File: config.mk
export PLATFORM = sky130hd
export DESIGN_NAME = multdiv_unit
export DESIGN_NICKNAME = d
export VERILOG_FILES = /design/src/rtl/multdiv_unit.sv
export SDC_FILE = /design/constraint.sdc
export NUM_CORES = 1
export LEC_CHECK = 0
export CORE_ASPECT_RATIO = 1.2
export CORE_MARGIN = 5
export CORE_UTILIZATION = 60
export DETAILED_ROUTE_END_ITERATION = 12
export PLACE_DENSITY = 0.81
export SKIP_CTS_REPAIR_TIMING = 1
export SLEW_MARGIN = 20
export SYNTH_ARGS = -nofsm -noshare
export SYNTH_HDL_FRONTEND = slang
export SYNTH_SLANG_ARGS = --single-unit
File: constraint.sdc
create_clock -name clock -period 5.7 [get_ports clock]
set_clock_uncertainty 0.05 [all_clocks]
set_input_delay 1.425 -clock clock [delete_from_list [all_inputs] [get_ports clock]]
set_output_delay 1.425 -clock clock [all_outputs]
set_load 0.05 [all_outputs]
File: src/rtl/multdiv_unit.sv
// Multicycle signed 32-bit multiplier (radix-2 Booth) and restoring divider for the execute stage.
// A start pulse in IDLE latches the operands; the result and a one-cycle RDY appear 33 edges later.
module multdiv_unit #(
    parameter int DATA_WIDTH = 32,
    parameter int CNT_WIDTH  = 6
) (
    input  logic                  clock,
    input  logic                  reset_n,
    input  logic [DATA_WIDTH-1:0] data_operandA,
    input  logic [DATA_WIDTH-1:0] data_operandB,
    input  logic                  ctrl_MULT,
    input  logic                  ctrl_DIV,
    output logic [DATA_WIDTH-1:0] data_result,
    output logic                  data_exception,
    output logic                  data_resultRDY,
    output logic                  busy
);
    localparam int W = DATA_WIDTH;
    localparam logic [CNT_WIDTH-1:0] LAST_STEP = CNT_WIDTH'(DATA_WIDTH - 1);
    localparam logic [CNT_WIDTH-1:0] CNT_ZERO  = {CNT_WIDTH{1'b0}};
    localparam logic [CNT_WIDTH-1:0] CNT_ONE   = {{(CNT_WIDTH-1){1'b0}}, 1'b1};
    localparam logic [W-1:0] ZERO     = {W{1'b0}};
    localparam logic [W-1:0] ONE      = {{(W-1){1'b0}}, 1'b1};
    localparam logic [W-1:0] MIN_NEG  = {1'b1, {(W-1){1'b0}}};
    localparam logic [W-1:0] ALL_ONES = {W{1'b1}};

    typedef enum logic [1:0] {
        IDLE = 2'd0,
        MUL  = 2'd1,
        DIV  = 2'd2,
        DONE = 2'd3
    } state_t;

    state_t                 state_r;
    logic [CNT_WIDTH-1:0]   cnt_r;
    logic                   op_div_r;
    logic [W-1:0]           mcand_r;
    logic [W:0]             acc_r;
    logic [W-1:0]           low_r;
    logic                   q1_r;
    logic [W-1:0]           rem_r;
    logic [W-1:0]           dvs_r;
    logic                   neg_r;
    logic                   div_zero_r;
    logic                   div_ovf_r;

    logic [2*W+1:0]         booth_s;
    logic [2*W-1:0]         div_s;
    logic                   mul_exc_s;
    logic [W-1:0]           quo_s;

    function automatic logic [W-1:0] negate(input logic [W-1:0] v);
        negate = (~v) + ONE;
    endfunction

    function automatic logic [W-1:0] abs_val(input logic [W-1:0] v);
        if (v[W-1]) begin
            abs_val = negate(v);
        end else begin
            abs_val = v;
        end
    endfunction

    // The 33-bit accumulator keeps the add/subtract of the most negative multiplicand from overflowing.
    // The returned vector is already the shifted {acc, multiplier, q-1} triple.
    function automatic logic [2*W+1:0] booth_step(input logic [W:0]   acc,
                                                  input logic [W-1:0] mq,
                                                  input logic         q1,
                                                  input logic [W-1:0] m);
        logic [W:0] m_ext;
        logic [W:0] sum;
        m_ext = {m[W-1], m};
        case ({mq[0], q1})
            2'b01:   sum = acc + m_ext;
            2'b10:   sum = acc - m_ext;
            default: sum = acc;
        endcase
        booth_step = {sum[W], sum, mq};
    endfunction

    // Remainder stays below the divisor, so the shifted trial value always fits in W+1 bits.
    function automatic logic [2*W-1:0] div_step(input logic [W-1:0] rem,
                                                input logic [W-1:0] quo,
                                                input logic [W-1:0] dvs);
        logic [W:0] shifted;
        logic [W:0] diff;
        shifted = {rem, quo[W-1]};
        diff    = shifted - {1'b0, dvs};
        if (shifted >= {1'b0, dvs}) begin
            div_step = {diff[W-1:0], quo[W-2:0], 1'b1};
        end else begin
            div_step = {shifted[W-1:0], quo[W-2:0], 1'b0};
        end
    endfunction

    assign booth_s   = booth_step(acc_r, low_r, q1_r, mcand_r);
    assign div_s     = div_step(rem_r, low_r, dvs_r);
    assign mul_exc_s = (acc_r[W-1:0] != {W{low_r[W-1]}});
    assign quo_s     = neg_r ? negate(low_r) : low_r;

    // Control FSM, datapath iteration and registered outputs.
    always_ff @(posedge clock or negedge reset_n) begin
        if (!reset_n) begin
            state_r        <= IDLE;
            cnt_r          <= CNT_ZERO;
            op_div_r       <= 1'b0;
            mcand_r        <= ZERO;
            acc_r          <= {(W+1){1'b0}};
            low_r          <= ZERO;
            q1_r           <= 1'b0;
            rem_r          <= ZERO;
            dvs_r          <= ZERO;
            neg_r          <= 1'b0;
            div_zero_r     <= 1'b0;
            div_ovf_r      <= 1'b0;
            data_result    <= ZERO;
            data_exception <= 1'b0;
            data_resultRDY <= 1'b0;
            busy           <= 1'b0;
        end else begin
            data_resultRDY <= 1'b0;
            case (state_r)
                IDLE: begin
                    if (ctrl_MULT ^ ctrl_DIV) begin
                        cnt_r    <= CNT_ZERO;
                        busy     <= 1'b1;
                        op_div_r <= ctrl_DIV;
                        if (ctrl_MULT) begin
                            state_r <= MUL;
                            mcand_r <= data_operandA;
                            low_r   <= data_operandB;
                            acc_r   <= {(W+1){1'b0}};
                            q1_r    <= 1'b0;
                        end else begin
                            state_r    <= DIV;
                            low_r      <= abs_val(data_operandA);
                            dvs_r      <= abs_val(data_operandB);
                            rem_r      <= ZERO;
                            neg_r      <= data_operandA[W-1] ^ data_operandB[W-1];
                            div_zero_r <= (data_operandB == ZERO);
                            div_ovf_r  <= (data_operandA == MIN_NEG) && (data_operandB == ALL_ONES);
                        end
                    end else begin
                        state_r <= IDLE;
                    end
                end
                MUL: begin
                    {acc_r, low_r, q1_r} <= booth_s;
                    cnt_r <= cnt_r + CNT_ONE;
                    if (cnt_r == LAST_STEP) begin
                        state_r <= DONE;
                    end else begin
                        state_r <= MUL;
                    end
                end
                DIV: begin
                    {rem_r, low_r} <= div_s;
                    cnt_r <= cnt_r + CNT_ONE;
                    if (cnt_r == LAST_STEP) begin
                        state_r <= DONE;
                    end else begin
                        state_r <= DIV;
                    end
                end
                DONE: begin
                    if (!op_div_r) begin
                        data_result    <= low_r;
                        data_exception <= mul_exc_s;
                    end else if (div_zero_r) begin
                        data_result    <= ZERO;
                        data_exception <= 1'b1;
                    end else begin
                        data_result    <= quo_s;
                        data_exception <= div_ovf_r;
                    end
                    data_resultRDY <= 1'b1;
                    busy           <= 1'b0;
                    state_r        <= IDLE;
                end
                default: begin
                    state_r <= IDLE;
                    busy    <= 1'b0;
                end
            endcase
        end
    end

endmodule

=== Word level (Yosys, flattened, before mapping) ===
Index checks and enable logic that the tools add are counted.

* Order comparisons: 1
* Shift operators: 0
* Eq/ne operators: 12
* Add/subtract/negate cells: 7
* Bitwise logic cells: 6
* Multiply operators: 0
* Divide/modulo/power cells: 0
* Reductions and logical operators: 17
* Mux-type cells: 31

{| class="wikitable"
|+ Operators by type and width
! kind !! number
|-
| 32-bit two-way mux || 9
|-
| 33-bit case mux with 2 select lines || 2
|-
| 32-bit by 1-bit adder with 32-bit output (second input constant) || 3
|-
| 32-bit NOT || 3
|-
| 32-bit case mux with 3 select lines || 1
|-
| 33-bit two-way mux || 2
|-
| 32-bit equality test (second input constant) || 2
|-
| 64-bit two-way mux || 1
|-
| 32-bit case mux with 2 select lines || 1
|-
| 33-bit adder || 1
|-
| 33-bit by 32-bit >= comparator with 1-bit output || 1
|-
| 33-bit subtractor || 1
|-
| 32-bit logical NOT || 1
|-
| 32-bit inequality test || 1
|-
| 32-bit subtractor || 1
|-
| 6-bit case mux with 2 select lines || 1
|-
| 3-bit AND reduction || 4
|-
| 2-bit case mux with 4 select lines || 1
|-
| 2-bit AND reduction || 4
|-
| 2-bit nonzero test || 4
|-
| 1-bit two-way mux || 7
|-
| 6-bit by 1-bit adder with 6-bit output (second input constant) || 1
|-
| 2-bit equality test (second input constant) || 3
|-
| 6-bit by 5-bit equality test with 1-bit output (second input constant) || 1
|-
| 11 further kinds || 18
|}

* Bits in latches: 0
* Bits of input ports: 68
* Bits in writable memories: 0
* Memories kept: 0
* ROM bits: 0
* Flip-flop bits (word level): 209

=== Depth between registers and ports, before layout ===
* Depth after elaboration: 6
* Depth in mapped cells: 18
* Mapped depth without buffers: 18

=== Least setup slack after synthesis ===
No wires, ideal clock.

* Path kind: input -> register
* Start: input data_operandB[9]
* End: register dvs_r[26]
* Buffers on the path: 0
* Path slack: 1.323 ns
* Stages on the path: 9
* Data required time: 5.519 ns
* Arrival time: 4.196 ns
* Library setup time: 0.131 ns
* Cells stage by stage: or4_1 > or2_1 > or3_1 > or3b_1 > or4_4 > or4_4 > o41ai_4 > xor2_1 > o21ai_1

* Longest elaborated chain between the ends: 3

{| class="wikitable"
|+ Ends and longest elaborated chain
! element !! line !! text
|-
| start: declaration || 10 || <nowiki>input logic [DATA_WIDTH-1:0] data_operandB,</nowiki>
|-
| 32-bit NOT || 53 || <nowiki>negate = (~v) + ONE;</nowiki>
|-
| 32-bit by 1-bit adder with 32-bit output || 53 ||
|-
| 32-bit two-way mux || 57 || <nowiki>if (v[W-1]) begin</nowiki>
|-
| end signal: assignment || 137 || <nowiki>dvs_r <= abs_val(data_operandB);</nowiki>
|-
| end: declaration || 42 || <nowiki>logic [W-1:0] dvs_r;</nowiki>
|}

Every way passes these cells.
A chain may end at the register's enable or synchronous reset.

=== Worst setup path in the final report ===
* Start: input data_operandB[6]
* End: register dvs_r[30]

The elaborated chain is that of the path after synthesis.

==> results.toml <==
[sta]
period_minus_slack_ns = 4.64
fmax_mhz = 215
slew_headroom = 0.323
rsz0062_at_grt = "false"
finalSetupTns_ns = 0
finalHoldViolCount = 0
slew_violations = 0
fin_crit_sh = 0.815
setup_ws_ns = 1.06
worst_pin_slew_ns = 1.01
setup_viol = 0

[critical_path]
cp_top_family = "simple AND/OR/NAND/NOR gates"
startpoint_type = "primary input"
required_ns = 6.02
reg2regPathDepth = 14
reg2reg_slack_ns = 1.12
path_common_cell = "or4_4"
path_cells = "clkdlybuf4s50_1 -> or4_1 -> or2_1 -> or3_1 -> or3b_1 -> or4_4 -> or4_4 -> o31ai_2 -> xor2_1 -> o21ai_1"
slowest_delay_ns = 0.57
worstSetupPathType = "in2reg"
crit_buf_inv = 1
endpoint_kind = "register"
crit_arrival_ns = 4.97
reg2reg_from = "mcand_r[7]$_DFFE_PN0P_"
slowest_stage = "clkdlybuf4s50_1"
cp_max_fo = 7
reg2reg_to = "acc_r[31]$_DFFE_PN0P_"

[final_layout]
fin_nets = 2030
fillers = 2003
final_common_cell = "nand2_1"
layout_common_cells = "nand2_1, dfrtp_1, o21ai_0"
drive_gt1_frac = 0.0574
layoutNonFillerInstCount = 2229
diodes = 0
postLayoutCellArea_um2 = 17500
area_growth_pct = 13.4

[grt]
grt_antenna_before_repair = 2
grt_pass1_wl_mm = 70.4
grtUsageTotal = 0.297
grt_max_degree = 109
grt_overflow_total = 0
grt_pass1_vias = 13643

[yosys]
ys_seq_area_frac = 0.338
ys.flop_type = "dfrtp_1"
async_reset_ff_frac = 1.00
syn_inst = 1842
synth_top_area_frac = 0.338
yosys_warnings = 0
yosysTopAreaCell = "dfrtp_1"
syn_nets = 1989
ys_seq_elements = 208
synth_cell_types = 67
ys_top_cells_by_area = "dfrtp_1, ha_1, o21ai_0, xnor2_1, nand2_1"
syn_area_um2 = 15400
synth_edf_count = 0
syn_avg_cell_area_um2 = 8.36

[clock_network]
cts_inserted_buffers = 24
clkTransAtPathRegs_ns = 0.06
cts_tree = "yes"
htreeDepth = 1
cts_buffer_depth = 3
clkSinkCount = 208
cts-root-buf = "clkbuf_16"
insertion_delay_ns = 0.53

[placement]
place_congestion = 0.953
placed_area_um2 = 16600
io_buffers = 102
post-place-ws_ns = 0.554
placed_cells = 2187
dp_hpwl_mm = 32.5

[detailed_routing]
dr.pass1.iters = 7
vias = 14374
wl_per_cell_um = 19.8
drc = 0
drt_iter0_drc = 1121
ant_nets = 0
viasPerCell = 6.45
wl_mm = 44.1

[floorplanning]
ios = 103
fp.dieH_um = 186
die_w_um = 156
core_area_um2 = 25400
dieArea_um2 = 29000
placementRows = 64
initial_utilization = 0.607

[hold_path]
hp-start = "dvs_r[8]$_DFFE_PN0P_"
holdPathEnd = "dvs_r[8]$_DFFE_PN0P_"
holdPathStages = 2
hold_path.class = "reg2reg"

[pwr]
irDropWorstVdd_v = 0.000355
p_per_area_nw_per_um2 = 562
p_leak_nw = 7.26

[outcome]
status = "complete, no violations"

[job]
cap_viol_max_count = 0
==> state kept, by name (all words and copies together) (netlist names) <==
name	cells
div_zero_r	1
rem_r	32
state_r	2
dvs_r	32
op_div_r	1
cnt_r	6
busy	1
acc_r	32
data_exception	1
low_r	32
q1_r	1
div_ovf_r	1
mcand_r	32
neg_r	1
data_resultRDY	1
data_result	32
==> synthesized netlist by cell type (3+ instances only) <==
cell / n
o221ai_1: 12
a21oi_1: 107
a211oi_1: 24
clkbuf_1: 98
o31ai_1: 50
inv_1: 107
mux2i_1: 28
o31a_1: 4
mux2_2: 33
a222oi_1: 4
o21a_1: 18
and2_1: 5
or4_1: 16
xnor2_1: 92
nand2_1: 213
a221oi_1: 27
and3_1: 3
nor4_1: 21
o22ai_1: 38
o31ai_2: 3
a21o_1: 19
nand3_1: 35
a22o_1: 25
a22oi_1: 6
a31oi_1: 12
a32oi_1: 3
o211ai_1: 8
or3_1: 14
o21ai_1: 12
dfrtp_1: 208
o21ai_0: 169
nand3b_1: 4
xor2_1: 77
or4_4: 3
nand4_1: 31
nor3_1: 36
ha_1: 77
a21boi_0: 6
nor2b_1: 17
o41ai_1: 11
nand2b_1: 16
nor2_1: 102
buf_1: 8
o21bai_1: 10
==> area by class of cell <==
cell class                 instances  area [µm²]  share of cell area
timing repair buffer             121        1180              0.0675
tap                              330         413              0.0236
clock inverter                     9         148             0.00845
clock buffer                      33         696              0.0398
sequential                       208        5200               0.298
multi-input combinational       1420        9430               0.539
inverter                         108         405              0.0232
==> worst max path at each step <==
stage,start,endpoint,slack (ns),cells past startpoint
floorplan,data_operandB[9],dvs_r[26]$_DFFE_PN0P_,1.32,9
global placement,data_operandB[6],dvs_r[26]$_DFFE_PN0P_,0.60,10
detailed placement,data_operandB[6],dvs_r[26]$_DFFE_PN0P_,0.55,10
CTS,data_operandB[6],dvs_r[26]$_DFFE_PN0P_,1.10,10
global route,mcand_r[7]$_DFFE_PN0P_,acc_r[30]$_DFFE_PN0P_,0.78,14
finish,data_operandB[6],dvs_r[30]$_DFFE_PN0P_,1.06,10
==> metal layers <==
| metal | wire [µm] | GRT usage | vias up |
|---|---|---|---|
| met5 | 27 | 0 | - |
| met4 | 2660 | 0.156 | 4 |
| met3 | 3070 | 0.0388 | 163 |
| met2 | 20300 | 0.477 | 632 |
| met1 | 18000 | 0.392 | 6804 |
| li1 | - | - | 6771 |
==> power by group <==
part | internal, W | switching (W)
clock network | 0.00103 | 0.000629
logic | 0.00218 | 0.00329
registers | 0.00202 | 0.000660
total | 0.00523 | 0.00458
==> cell families after synthesis <==
kind of cell / Yosys count / synth area share
compound gates: 584 / 0.245
xor+xnor: 169 / 0.0961
fa+ha+maj: 79 / 0.0651
buf+inv: 214 / 0.0521
flops: 208 / 0.338
mux: 61 / 0.0423
simple gates: 527 / 0.161
==> tightest hold or removal path, delay by kind of cell, from the launching register on <==
kind,cells,cell delay (ns)
AO/OA/AOI/OAI,1,0.06
flip-flops,1,0.34
AND/OR/NAND/NOR,1,0.05
==> through the flow <==
step / total power [W] / hold WS [ns] / util
after floorplan: 0.00664 / 0.400 / -
after global placement: 0.00787 / 0.416 / 0.655
after detailed placement: 0.00806 / 0.421 / 0.655
after CTS: 0.00976 / 0.434 / 0.688
after global routing: 0.0105 / 0.451 / 0.688
final: 0.00981 / 0.431 / 0.688
(Power assumes the default switching activity.)
